$ cat config.mk
export PLATFORM = sky130hd
export DESIGN_NAME = sky130_gpio_pad_ctrl
export DESIGN_NICKNAME = d
export VERILOG_FILES = /design/src/rtl/sky130_gpio_pkg.sv /design/src/rtl/sky130_gpio_in_filter.sv /design/src/rtl/sky130_gpio_pad_ctrl.sv
export SDC_FILE = /design/constraint.sdc
export NUM_CORES = 1
export LEC_CHECK = 0
export BUFFER_PORTS_ARGS = -buffer_cell sky130_fd_sc_hd__buf_4
export CORE_ASPECT_RATIO = 0.5
export CORE_MARGIN = 2
export CORE_UTILIZATION = 55
export DETAILED_ROUTE_END_ITERATION = 10
export GPL_ROUTABILITY_DRIVEN = 0
export PLACE_DENSITY_LB_ADDON = 0.3
export SETUP_SLACK_MARGIN = 0.02
export SKIP_LAST_GASP = 1
export SLEW_MARGIN = 20
export SYNTH_ARGS = -nofsm -noshare
export SYNTH_HDL_FRONTEND = slang
export SYNTH_HIERARCHICAL = 1
export SYNTH_SLANG_ARGS = --single-unit
$ cat constraint.sdc
create_clock -name CLK -period 3.1 [get_ports CLK]
set_clock_uncertainty 0.1 [all_clocks]
set_input_delay 0.465 -clock CLK [delete_from_list [all_inputs] [get_ports CLK]]
set_output_delay 0.465 -clock CLK [all_outputs]
set_load 0.01 [all_outputs]
$ cat src/rtl/sky130_gpio_pkg.sv
// Shared types for the sky130 GPIO pad controller: channel modes, sequencer
// states, pad drive-mode codes and the mode-to-pad-pin decode.
package sky130_gpio_pkg;

    typedef enum logic [1:0] {
        OFF       = 2'd0,
        INPUT     = 2'd1,
        PUSHPULL  = 2'd2,
        OPENDRAIN = 2'd3
    } gpio_mode_e;

    typedef enum logic [2:0] {
        RESET   = 3'd0,
        ENABLE  = 3'd1,
        RUN     = 3'd2,
        HOLD    = 3'd3,
        RELEASE = 3'd4
    } seq_state_e;

    localparam logic [2:0] DM_OFF    = 3'b000;
    localparam logic [2:0] DM_INPUT  = 3'b001;
    localparam logic [2:0] DM_STRONG = 3'b110;

    typedef struct packed {
        logic       out;
        logic       oe_n;
        logic [2:0] dm;
        logic       inp_dis;
    } pad_ctrl_t;

    // Open-drain drives low by enabling the driver with OUT=0; a 1 releases the pin.
    function automatic pad_ctrl_t pad_decode(input gpio_mode_e mode, input logic data);
        pad_ctrl_t p;
        p = '{out: 1'b0, oe_n: 1'b1, dm: DM_OFF, inp_dis: 1'b1};
        case (mode)
            INPUT: begin
                p.dm      = DM_INPUT;
                p.inp_dis = 1'b0;
            end
            PUSHPULL: begin
                p.dm      = DM_STRONG;
                p.inp_dis = 1'b0;
                p.oe_n    = 1'b0;
                p.out     = data;
            end
            OPENDRAIN: begin
                p.dm      = DM_STRONG;
                p.inp_dis = 1'b0;
                p.oe_n    = data;
            end
            default: ;
        endcase
        return p;
    endfunction

endpackage

$ cat src/rtl/sky130_gpio_in_filter.sv
// Per-channel pad input conditioning: two-flop synchroniser, debounce counter
// and single-cycle rise/fall pulses derived from the filtered level.
module sky130_gpio_in_filter #(
    parameter int DEBOUNCE = 4,
    localparam int DB_W = (DEBOUNCE > 0) ? $clog2(DEBOUNCE + 1) : 1
) (
    input  logic clk,
    input  logic rst,
    input  logic en,
    input  logic pad_in,
    output logic filt,
    output logic rise,
    output logic fall
);

    logic            sync_p0, sync_p1;
    logic            filt_q, filt_d_q;
    logic [DB_W-1:0] cnt_q;

    always_ff @(posedge clk or posedge rst) begin
        if (rst) begin
            sync_p0  <= 1'b0;
            sync_p1  <= 1'b0;
            filt_q   <= 1'b0;
            filt_d_q <= 1'b0;
            cnt_q    <= '0;
        end else begin
            sync_p0  <= pad_in;
            sync_p1  <= sync_p0;
            filt_d_q <= filt_q;
            // Disabled channels keep their last level and never count.
            if (!en || (sync_p1 == filt_q)) begin
                cnt_q <= '0;
            end else if (cnt_q == DB_W'(DEBOUNCE)) begin
                filt_q <= sync_p1;
                cnt_q  <= '0;
            end else begin
                cnt_q <= cnt_q + DB_W'(1);
            end
        end
    end

    assign filt = filt_q;
    assign rise = en &  filt_q & ~filt_d_q;
    assign fall = en & ~filt_q &  filt_d_q;

endmodule

$ cat src/rtl/sky130_gpio_pad_ctrl.sv
// Controller for N sky130 gpiov2 pads: power-up/hold sequencer, per-channel
// mode registers, registered pad-pin decode, input filtering and edge IRQs.
module sky130_gpio_pad_ctrl
    import sky130_gpio_pkg::*;
#(
    parameter int N_CH     = 8,
    parameter int ENA_DLY  = 16,
    parameter int HLD_DLY  = 8,
    parameter int DEBOUNCE = 4,
    localparam int CH_W    = (N_CH > 1) ? $clog2(N_CH) : 1
) (
    input  logic              CLK,
    input  logic              RST,
    input  logic              CFG_VALID,
    output logic              CFG_READY,
    input  logic [CH_W-1:0]   CFG_CH,
    input  logic [1:0]        CFG_MODE,
    input  logic [1:0]        CFG_IRQ_EN,
    input  logic [N_CH-1:0]   OUT_DATA,
    input  logic              HOLD_REQ,
    output logic [N_CH-1:0]   PAD_OUT,
    output logic [N_CH-1:0]   PAD_OE_N,
    output logic [3*N_CH-1:0] PAD_DM,
    output logic [N_CH-1:0]   PAD_INP_DIS,
    output logic              PAD_ENABLE_H,
    output logic              PAD_HLD_H_N,
    input  logic [N_CH-1:0]   PAD_IN,
    output logic [N_CH-1:0]   IN_FILT,
    output logic [N_CH-1:0]   IRQ_STATUS,
    input  logic [N_CH-1:0]   IRQ_CLR,
    output logic              IRQ,
    output logic              READY
);

    localparam int DLY_MAX = (ENA_DLY > HLD_DLY) ? ENA_DLY : HLD_DLY;
    localparam int CNT_W   = $clog2(DLY_MAX + 1);

    seq_state_e       state_q, state_d;
    logic [CNT_W-1:0] dly_cnt_q, dly_cnt_d;

    always_ff @(posedge CLK or posedge RST) begin
        if (RST) begin
            state_q   <= RESET;
            dly_cnt_q <= '0;
        end else begin
            state_q   <= state_d;
            dly_cnt_q <= dly_cnt_d;
        end
    end

    always_comb begin
        state_d   = state_q;
        dly_cnt_d = dly_cnt_q;
        case (state_q)
            RESET: begin
                if (dly_cnt_q == CNT_W'(ENA_DLY - 1)) begin
                    state_d   = ENABLE;
                    dly_cnt_d = '0;
                end else begin
                    dly_cnt_d = dly_cnt_q + CNT_W'(1);
                end
            end
            ENABLE: begin
                if (dly_cnt_q == CNT_W'(HLD_DLY - 1)) begin
                    state_d   = RUN;
                    dly_cnt_d = '0;
                end else begin
                    dly_cnt_d = dly_cnt_q + CNT_W'(1);
                end
            end
            RUN: begin
                if (HOLD_REQ) state_d = HOLD;
            end
            HOLD: begin
                if (!HOLD_REQ) begin
                    state_d   = RELEASE;
                    dly_cnt_d = '0;
                end
            end
            RELEASE: begin
                // A renewed hold request abandons the release and restarts it later.
                if (HOLD_REQ) begin
                    state_d   = HOLD;
                    dly_cnt_d = '0;
                end else if (dly_cnt_q == CNT_W'(HLD_DLY - 1)) begin
                    state_d   = RUN;
                    dly_cnt_d = '0;
                end else begin
                    dly_cnt_d = dly_cnt_q + CNT_W'(1);
                end
            end
            default: begin
                state_d   = RESET;
                dly_cnt_d = '0;
            end
        endcase
    end

    assign PAD_ENABLE_H = (state_q != RESET);
    assign PAD_HLD_H_N  = (state_q == RUN);
    assign READY        = (state_q == RUN);
    assign CFG_READY    = (state_q == RUN) || (state_q == HOLD);

    // Config register file
    gpio_mode_e            mode_q [N_CH];
    logic [N_CH-1:0][1:0]  irq_en_q;
    logic                  cfg_fire;

    assign cfg_fire = CFG_VALID && CFG_READY;

    always_ff @(posedge CLK or posedge RST) begin
        if (RST) begin
            for (int i = 0; i < N_CH; i++) begin
                mode_q[i]   <= OFF;
                irq_en_q[i] <= 2'b00;
            end
        end else if (cfg_fire && (int'(CFG_CH) < N_CH)) begin
            mode_q[CFG_CH]   <= gpio_mode_e'(CFG_MODE);
            irq_en_q[CFG_CH] <= CFG_IRQ_EN;
        end
    end

    // Pad pin decode, registered and only updated while running
    pad_ctrl_t dec [N_CH];

    always_comb begin
        for (int i = 0; i < N_CH; i++) begin
            dec[i] = pad_decode(mode_q[i], OUT_DATA[i]);
        end
    end

    always_ff @(posedge CLK or posedge RST) begin
        if (RST) begin
            PAD_OUT     <= '0;
            PAD_OE_N    <= '1;
            PAD_DM      <= '0;
            PAD_INP_DIS <= '1;
        end else if (state_q == RUN) begin
            for (int i = 0; i < N_CH; i++) begin
                PAD_OUT[i]       <= dec[i].out;
                PAD_OE_N[i]      <= dec[i].oe_n;
                PAD_DM[3*i +: 3] <= dec[i].dm;
                PAD_INP_DIS[i]   <= dec[i].inp_dis;
            end
        end
    end

    // Input filters and edge interrupts
    logic [N_CH-1:0] rise, fall, irq_set;

    for (genvar g = 0; g < N_CH; g++) begin : g_ch
        sky130_gpio_in_filter #(
            .DEBOUNCE (DEBOUNCE)
        ) u_filt (
            .clk    (CLK),
            .rst    (RST),
            .en     (mode_q[g] != OFF),
            .pad_in (PAD_IN[g]),
            .filt   (IN_FILT[g]),
            .rise   (rise[g]),
            .fall   (fall[g])
        );
        assign irq_set[g] = (rise[g] & irq_en_q[g][1]) | (fall[g] & irq_en_q[g][0]);
    end

    always_ff @(posedge CLK or posedge RST) begin
        if (RST) begin
            IRQ_STATUS <= '0;
            IRQ        <= 1'b0;
        end else begin
            IRQ_STATUS <= irq_set | (IRQ_STATUS & ~IRQ_CLR);
            IRQ        <= |IRQ_STATUS;
        end
    end

endmodule
==> results.md, run 1 <==
* Status: finished, final reports clean
* Placed Cells at 784
* GRT Util Overall at 0.243
* Die outline area at 12,400 um^2
* IO Count at 104
* Starting Density at 0.570
* Global-route wire length before repair at 22,900 um
* Hold WC Path Type: in2reg
* Syn avg cell area at 11.5 um^2
* Dpl ws at 1010 ps
* Layout cells sized above 1 at 0.336
* CP startpoint kind: flop
* Mapped Area at 6340 um^2
* Initial antenna violation count at 0
* Worst slew margin at 0.538
* Via/cell ratio at 5.46
* Yosys warns at 6
* DR WL/cell at 17.0 um
* H-tree levels at 4
* Fmax achieved at 0.393 GHz
* Number of setup violations in the final report at 0
* Insertion delay to the later sink of the worst-skew pair at 410 ps
* ANT cells at 0
* CTS max path bufs at 2
* Antenna-violating nets left at 0
* Core Area at 11,100 um^2
* Setup TNS at 0 ps
* Min Clock Period, post-route at 2540 ps
* Final Hold Vio Count at 0
* CTS sink count at 145
* Total gr overflow at 0
* Max Slew Vio Count at 0
* Fillers at 816
* Data required time of the worst path at 2530 ps
* Number of remaining DRC errors at 0
* Critical path capture point type: output pin
* Max-Cap Viols at 0
* Vias in the first global route at 4,450
* CTS tree: built
* CP arrival at 1980 ps
* Layout Area Growth over Synthesis at 23.2%
* CTS Root Cell: clkbuf_16
* Syn Nets at 604
* Final period util at 0.820
* Routed WL at 13,900 um
* Finished Layout Cells at 817
* Post-detail-place hpwl at 9830 um
* Pre-Repair DR Iteration Count at 5
* RSZ-0062 raised after global routing: false
* CTS buffer count at 17
* DRC violation total after the first TritonRoute iteration at 273
* Post-synthesis cell count at 550
* Die W at 156 um
* Final WS setup at 559 ps
* Routed via count at 4,457
* CTS resizes at 0
* PortBufs at 103
* Worst-path clk slew at 60 ps
* Largest net degree at the start of global routing at 49
* Die Ht at 79.9 um
* WS Path Type: reg2out
* Crit path max fanout at 17
* Final net count at 713
* Slew of the pin with the lowest slew margin at 693 ps
* # rows at 27
==> metrics by stage <==
| stage | utilization | hold WS (ps) | area, um^2 |
|---|---|---|---|
| 2_1_floorplan | - | 168 | 6340 |
| 3_3_place_gp | 0.651 | 233 | 7240 |
| 3_5_place_dp | 0.651 | 240 | 7240 |
| 4_1_cts | 0.702 | 46.4 | 7810 |
| 5_1_grt | 0.702 | 41.3 | 7810 |
| 6_report | 0.702 | 56.3 | 7810 |
==> critical path, stage by stage, from the launching register on <==
cell,delay (ps)
dfrtp_1,620
nand2b_1,220
inv_2,190
nand2b_2,80
inv_1,80
buf_4,220
buf_4,150
==> placed cells by master (no fill, tap or decap), drive strengths merged, types with 19 or more instances in the layout <==
| master | count |
|---|---|
| inv | 47 |
| dfrtp | 129 |
| clkbuf | 22 |
| nor2 | 25 |
| ha | 19 |
| mux2 | 40 |
| nor3b | 20 |
| buf | 109 |
| nand2 | 86 |
| o21ai | 19 |
==> what timing repair did <==
item,4_1_cts,5_1_grt
hold endpoints to repair,56,0
buffers inserted,0,0
hold buffers,1,0
==> state kept, by name, indices dropped and copies added (netlist names) <==
signal	cells
PAD_INP_DIS	8
g_ch.u_filt/filt	8
PAD_DM	16
dly_cnt_q	5
g_ch.u_filt/sync_p0	8
IRQ	1
mode_q	16
state_q	3
IRQ_STATUS	8
PAD_OUT	8
g_ch.u_filt/sync_p1	8
irq_en_q	16
PAD_OE_N	8
g_ch.u_filt/cnt_q	24
g_ch.u_filt/filt_d_q	8
==> cell type report <==
class	instances	area [um^2]	area share
flip-flops and latches	145	3650	0.467
multi-input cells	337	2390	0.307
clock inverters	10	86.3	0.0111
repair buffers	110	841	0.108
well taps	145	181	0.0232
clock buffers	22	474	0.0607
inverters	48	181	0.0232
==> per-layer routing <==
layer  track usage  share of wire
met5             0              0
met4        0.0844          0.010
met3        0.0499          0.052
met2         0.375           0.45
met1         0.345           0.49
==> final timing paths <==
| path | slack, ps | endpoint | start | cells after the start |
|---|---|---|---|---|
| max in group asynchronous | 1480 | PAD_OE_N[3] | RST | 4 |
| hold reg to reg | 250 | g_ch[3].u_filt/sync_p1 | g_ch[3].u_filt/sync_p0 | 0 |
| min in group asynchronous | 520 | g_ch[6].u_filt/filt_d_q | RST | 3 |
| setup reg to reg | 1050 | irq_en_q[15] | state_q[1] | 5 |
| setup / recovery | 560 | PAD_HLD_H_N | state_q[1] | 6 |
| hold / removal | 60 | g_ch[6].u_filt/sync_p0 | PAD_IN[6] | 1 |
==> run 2: changes to the inputs <==
Clock period 3.1 ns to 2.4 ns, I/O delays scaled along.
==> results.md, run 2 (synthesis results as in run 1) <==
* Number of remaining DRC errors at 0 (unchanged)
* Area of the multi-input gates at 2390 um^2 (unchanged)
* Max incr delay on CP at 490 ps (-130 ps)
* Commonest non-fill, non-tap cell in the layout: dfrtp_1
* Routed WL at 13,900 um (about the same)
* Antenna-violating nets left at 0 (unchanged)
* Fillers at 792 (-2.9%)
* Final Hold Vio Count at 0 (unchanged)
* Pre-Repair DR Iteration Count at 5 (unchanged)
* Max Slew Vio Count at 0 (unchanged)
* Start point of the critical path: state_q[2]
* Layout cells sized above 1 at 0.332 (-0.00395)
* Vias in the first global route at 4,475 (+0.56%)
* Via/cell ratio at 5.43 (-0.44%)
* Starting Density at 0.570 (unchanged)
* Hold WC Path Type: in2reg
* Die Ht at 79.9 um (unchanged)
* Worst reg2reg setup slack at 440 ps (-610 ps)
* RSZ-0062 raised after global routing: false
* WS Path Type: reg2out
* Min Clock Period, post-route at 2270 ps
* CTS max path bufs at 2 (unchanged)
* GRT Util Overall at 0.238 (-0.00436)
* Placed Cells at 785 (+0.13%)
* R2R Path End: mode_q[9]
* Slew of the pin with the lowest slew margin at 568 ps (-125 ps)
* Crit path to: PAD_HLD_H_N
* Crit path max fanout at 13 (-4)
* DRC violation total after the first TritonRoute iteration at 245 (-10%)
* Max-Cap Viols at 0 (unchanged)
* Layout Area Growth over Synthesis at 24.9%
* Cells on worst reg2reg path at 5 (unchanged)
* Leading cell types in the layout, fill and taps excluded: dfrtp_1, buf_4, nand2_1
* Final period util at 0.945
* CTS Root Cell: clkbuf_16
* Post-detail-place hpwl at 9640 um (-1.9%)
* Die W at 156 um (unchanged)
* H-tree levels at 4 (unchanged)
* Largest net degree at the start of global routing at 72 (+47%)
* Setup TNS at 0 ps (unchanged)
* ANT cells at 0 (unchanged)
* Worst slew margin at 0.618 (+0.0802)
* Slowest cell on the critical path: dfrtp_2
* IO Count at 104 (unchanged)
* Worst-path clk slew at 60 ps (about the same)
* Number of flip-flops in the largest register at 24 (unchanged)
* Sequential Area at 3650 um^2 (about the same)
* Buf/Inv on CP at 3 (-1)
* Routed via count at 4,497 (+0.90%)
* Insertion delay to the later sink of the worst-skew pair at 410 ps (about the same)
* DR WL/cell at 16.8 um (-1.3%)
* CTS buffer count at 17 (unchanged)
* CP arrival at 1810 ps (-170 ps)
* Largest register by flop count: g_ch.u_filt/cnt_q
* Die outline area at 12,400 um^2 (unchanged)
* PortBufs at 103 (unchanged)
* Reg2reg start: state_q[2]
* WP depth at 5 (-1)
* Critical Path, Cell by Cell: nand2b_1, inv_2, nand2b_2, clkinvlp_4, buf_4
* # rows at 27 (unchanged)
* Finished Layout Cells at 828 (+1.3%)
* CTS sink count at 145 (unchanged)
* Total gr overflow at 0 (unchanged)
* Critical path capture point type: output pin
* Fmax achieved at 0.441 GHz
* Global-route wire length before repair at 22,400 um (-1.9%)
* Data required time of the worst path at 1940 ps (-590 ps)
* CTS tree: built
* Core Area at 11,100 um^2 (unchanged)
* Initial antenna violation count at 0 (unchanged)
* Top Family by Delay on Critical Path: buffers and inverters
* Final net count at 724 (+1.5%)
* Status: finished, final reports clean
* CP startpoint kind: flop
* Number of setup violations in the final report at 0 (unchanged)
-- run 2: cell types whose count changed in the layout (fill, tap and decap cells not counted), sizes merged --
cell	change
buf	+3
bufinv	+1
clkbuf	+3
clkinv	-2
clkinvlp	-1
dlygate4sd3	+8
inv	-1
-- run 2: what timing repair did --
| item | 4_1_cts | 5_1_grt |
|---|---|---|
| buffers inserted | 0 | 2 |
| hold endpoints to repair | 64 | 0 |
| hold buffers | 9 | 0 |
| gates resized for setup | 2 | 0 |
| setup endpoints to repair | 2 | 2 |
-- run 2: worst register-to-register path: cells and delay by family (launching register included) --
| kind | cells | cell delay [ps] |
|---|---|---|
| AND/OR/NAND/NOR | 3 | 700 |
| flip-flops | 1 | 490 |
| multiplexers | 1 | 380 |
| buffers and inverters | 1 | 180 |
-- run 2: layout make-up --
cell class              instances  area share
flip-flops and latches        145       0.461
multi-input cells             337       0.302
repair buffers                121       0.119
clock buffers                  25      0.0601
inverters                      48      0.0237
well taps                     145      0.0229
clock inverters                 7      0.0107
-- run 2: through the flow --
step           setup WS (ps)  utilization  instance area (um^2)  hold slack, ps
4_1_cts                  105        0.711                  7900            10.2
3_5_place_dp             428        0.652                  7250             236
5_1_grt                 65.4        0.712                  7920            24.0
2_1_floorplan            629            -                  6340            63.4
3_3_place_gp             506        0.652                  7250             233
6_report                 132        0.712                  7920            20.2
-- run 2: worst min path at each step --
stage | cells after the start | from | slack (ps) | to
3_3_place_gp | 0 | g_ch[3].u_filt/sync_p0 | 230 | g_ch[3].u_filt/sync_p1
6_report | 2 | IRQ_CLR[5] | 20 | IRQ_STATUS[5]
4_1_cts | 2 | IRQ_CLR[5] | 10 | IRQ_STATUS[5]
5_1_grt | 2 | IRQ_CLR[7] | 20 | IRQ_STATUS[7]
2_1_floorplan | 1 | RST | 60 | g_ch[0].u_filt/cnt_q[0]
3_5_place_dp | 0 | g_ch[2].u_filt/sync_p0 | 240 | g_ch[2].u_filt/sync_p1
-- run 2: layer usage --
metal  GRT usage  routed length (um)  up-vias
met5           0                   0        -
met4      0.0771                 210        0
met3      0.0695                 718       18
met2       0.375                6270      121
met1       0.322                6690     2249
li1            -                   -     2109
==> run 3: changes to the inputs <==
Settings changed: CAP_MARGIN set to 20.
Clock period 2.4 ns to 2.6 ns, I/O delays scaled along.
==> results.md, run 3 (synthesis results as in run 1) <==
* Fmax achieved at 0.400 GHz
* CTS tree: built
* Placed Cells at 783 (-0.25%)
* Post-detail-place hpwl at 9690 um (+0.48%)
* Global-route wire length before repair at 22,400 um (-0.37%)
* Data required time of the worst path at 2110 ps (+170 ps)
* CP startpoint kind: flop
* CP arrival at 2010 ps (+200 ps)
* Max Slew Vio Count at 0 (unchanged)
* Number of remaining DRC errors at 0 (unchanged)
* RSZ-0062 raised after global routing: false
* Worst hold path depth at 2 (unchanged)
* Crit path max fanout at 14 (+1)
* Total gr overflow at 0 (unchanged)
* H-tree levels at 4 (unchanged)
* Finished Cell Area at 7970 um^2 (+0.70%)
* ANT cells at 0 (unchanged)
* Fillers at 775 (-2.1%)
* Layout Area Growth over Synthesis at 25.8%
* CTS max path bufs at 2 (unchanged)
* Routed WL at 13,900 um (+0.10%)
* Slew of the pin with the lowest slew margin at 732 ps (+163 ps)
* Commonest non-fill, non-tap cell in the layout: dfrtp_1
* WS Path Type: reg2out
* Dpl ws at 454 ps (+26.1 ps)
* Worst-path clk slew at 60 ps (about the same)
* Initial antenna violation count at 0 (unchanged)
* DR WL/cell at 16.9 um (+0.71%)
* Area of the multi-input gates at 2390 um^2 (unchanged)
* Hold WC Path Type: in2reg
* DP Area at 7230 um^2 (-0.21%)
* Finished Layout Cells at 823 (-0.60%)
* Core Area at 11,100 um^2 (unchanged)
* Final WS setup at 102 ps (-30.0 ps)
* Layout cells sized above 1 at 0.335 (+0.00245)
* Sequential Area at 3650 um^2 (about the same)
* Status: finished, final reports clean
* Setup TNS at 0 ps (unchanged)
* Antenna-violating nets left at 0 (unchanged)
* Number of setup violations in the final report at 0 (unchanged)
* IO Count at 104 (unchanged)
* Starting Density at 0.570 (unchanged)
* Die W at 156 um (unchanged)
* Final period util at 0.961
* Via/cell ratio at 5.39 (-0.82%)
* Insertion delay to the later sink of the worst-skew pair at 410 ps (about the same)
* Final net count at 720 (-0.55%)
* Critical path capture point type: output pin
* Number of flip-flops in the largest register at 24 (unchanged)
* Worst slew margin at 0.511 (-0.106)
* Final Hold Vio Count at 0 (unchanged)
* DRC violation total after the first TritonRoute iteration at 335 (+37%)
* CTS Root Cell: clkbuf_16
* Max-Cap Viols at 0 (unchanged)
* PortBufs at 103 (unchanged)
* CTS buffer count at 17 (unchanged)
* Die Ht at 79.9 um (unchanged)
* Largest net degree at the start of global routing at 49 (-32%)
* Largest register by flop count: g_ch.u_filt/cnt_q
* GRT Util Overall at 0.238 (about the same)
* Vias in the first global route at 4,350 (-2.8%)
* # rows at 27 (unchanged)
* Min Clock Period, post-route at 2500 ps
* Routed via count at 4,433 (-1.4%)
* CTS sink count at 145 (unchanged)
* Pre-Repair DR Iteration Count at 5 (unchanged)
* Cells on worst reg2reg path at 5 (unchanged)
* Leading cell types in the layout, fill and taps excluded: dfrtp_1, buf_4, nand2_1
* Die outline area at 12,400 um^2 (unchanged)
==> run 3: per-layer routing <==
metal | GRT usage | vias to the layer above | routed length [um]
met5 | 0 | - | 0
li1 | - | 2107 | -
met3 | 0.0521 | 8 | 744
met2 | 0.376 | 140 | 6460
met1 | 0.332 | 2178 | 6600
met4 | 0.0798 | 0 | 95
==> run 3: final cells by class <==
type,count,area share
timing repair buffer,117,0.115
tap,145,0.0228
clock inverter,9,0.0191
clock buffer,22,0.0620
sequential,145,0.458
inverter,48,0.0235
multi-input combinational,337,0.300
==> run 3: metrics by stage <==
| stage | hold slack (ps) | utilization |
|---|---|---|
| after floorplan | 93.4 | - |
| after global placement | 234 | 0.651 |
| after detailed placement | 235 | 0.651 |
| after CTS | 42.0 | 0.717 |
| after global routing | 56.2 | 0.717 |
| final | 57.6 | 0.717 |
==> run 3: worst paths after layout <==
check,start,end,slack [ps]
min in group asynchronous,RST,g_ch[1].u_filt/cnt_q[1],470
min reg2reg,g_ch[1].u_filt/sync_p0,g_ch[1].u_filt/sync_p1,250
max reg2reg,state_q[1],irq_en_q[7],520
max in group asynchronous,RST,PAD_OE_N[0],1050
max,state_q[2],READY,100
min,IRQ_CLR[4],IRQ_STATUS[4],60
==> run 3: critical path, stage by stage, from the launching register on <==
cell and delay [ps]:
dfrtp_1 560, nand2b_1 270, inv_2 120, nand2b_2 140, clkinvlp_4 260, buf_4 240
==> run 3: repair_timing <==
item | CTS | global route
endpoints found under the hold margin | 64 | 0
resized for setup | 1 | 0
endpoints found under the setup margin | 2 | 0
hold buffers | 9 | 0
setup buffers | 0 | 0
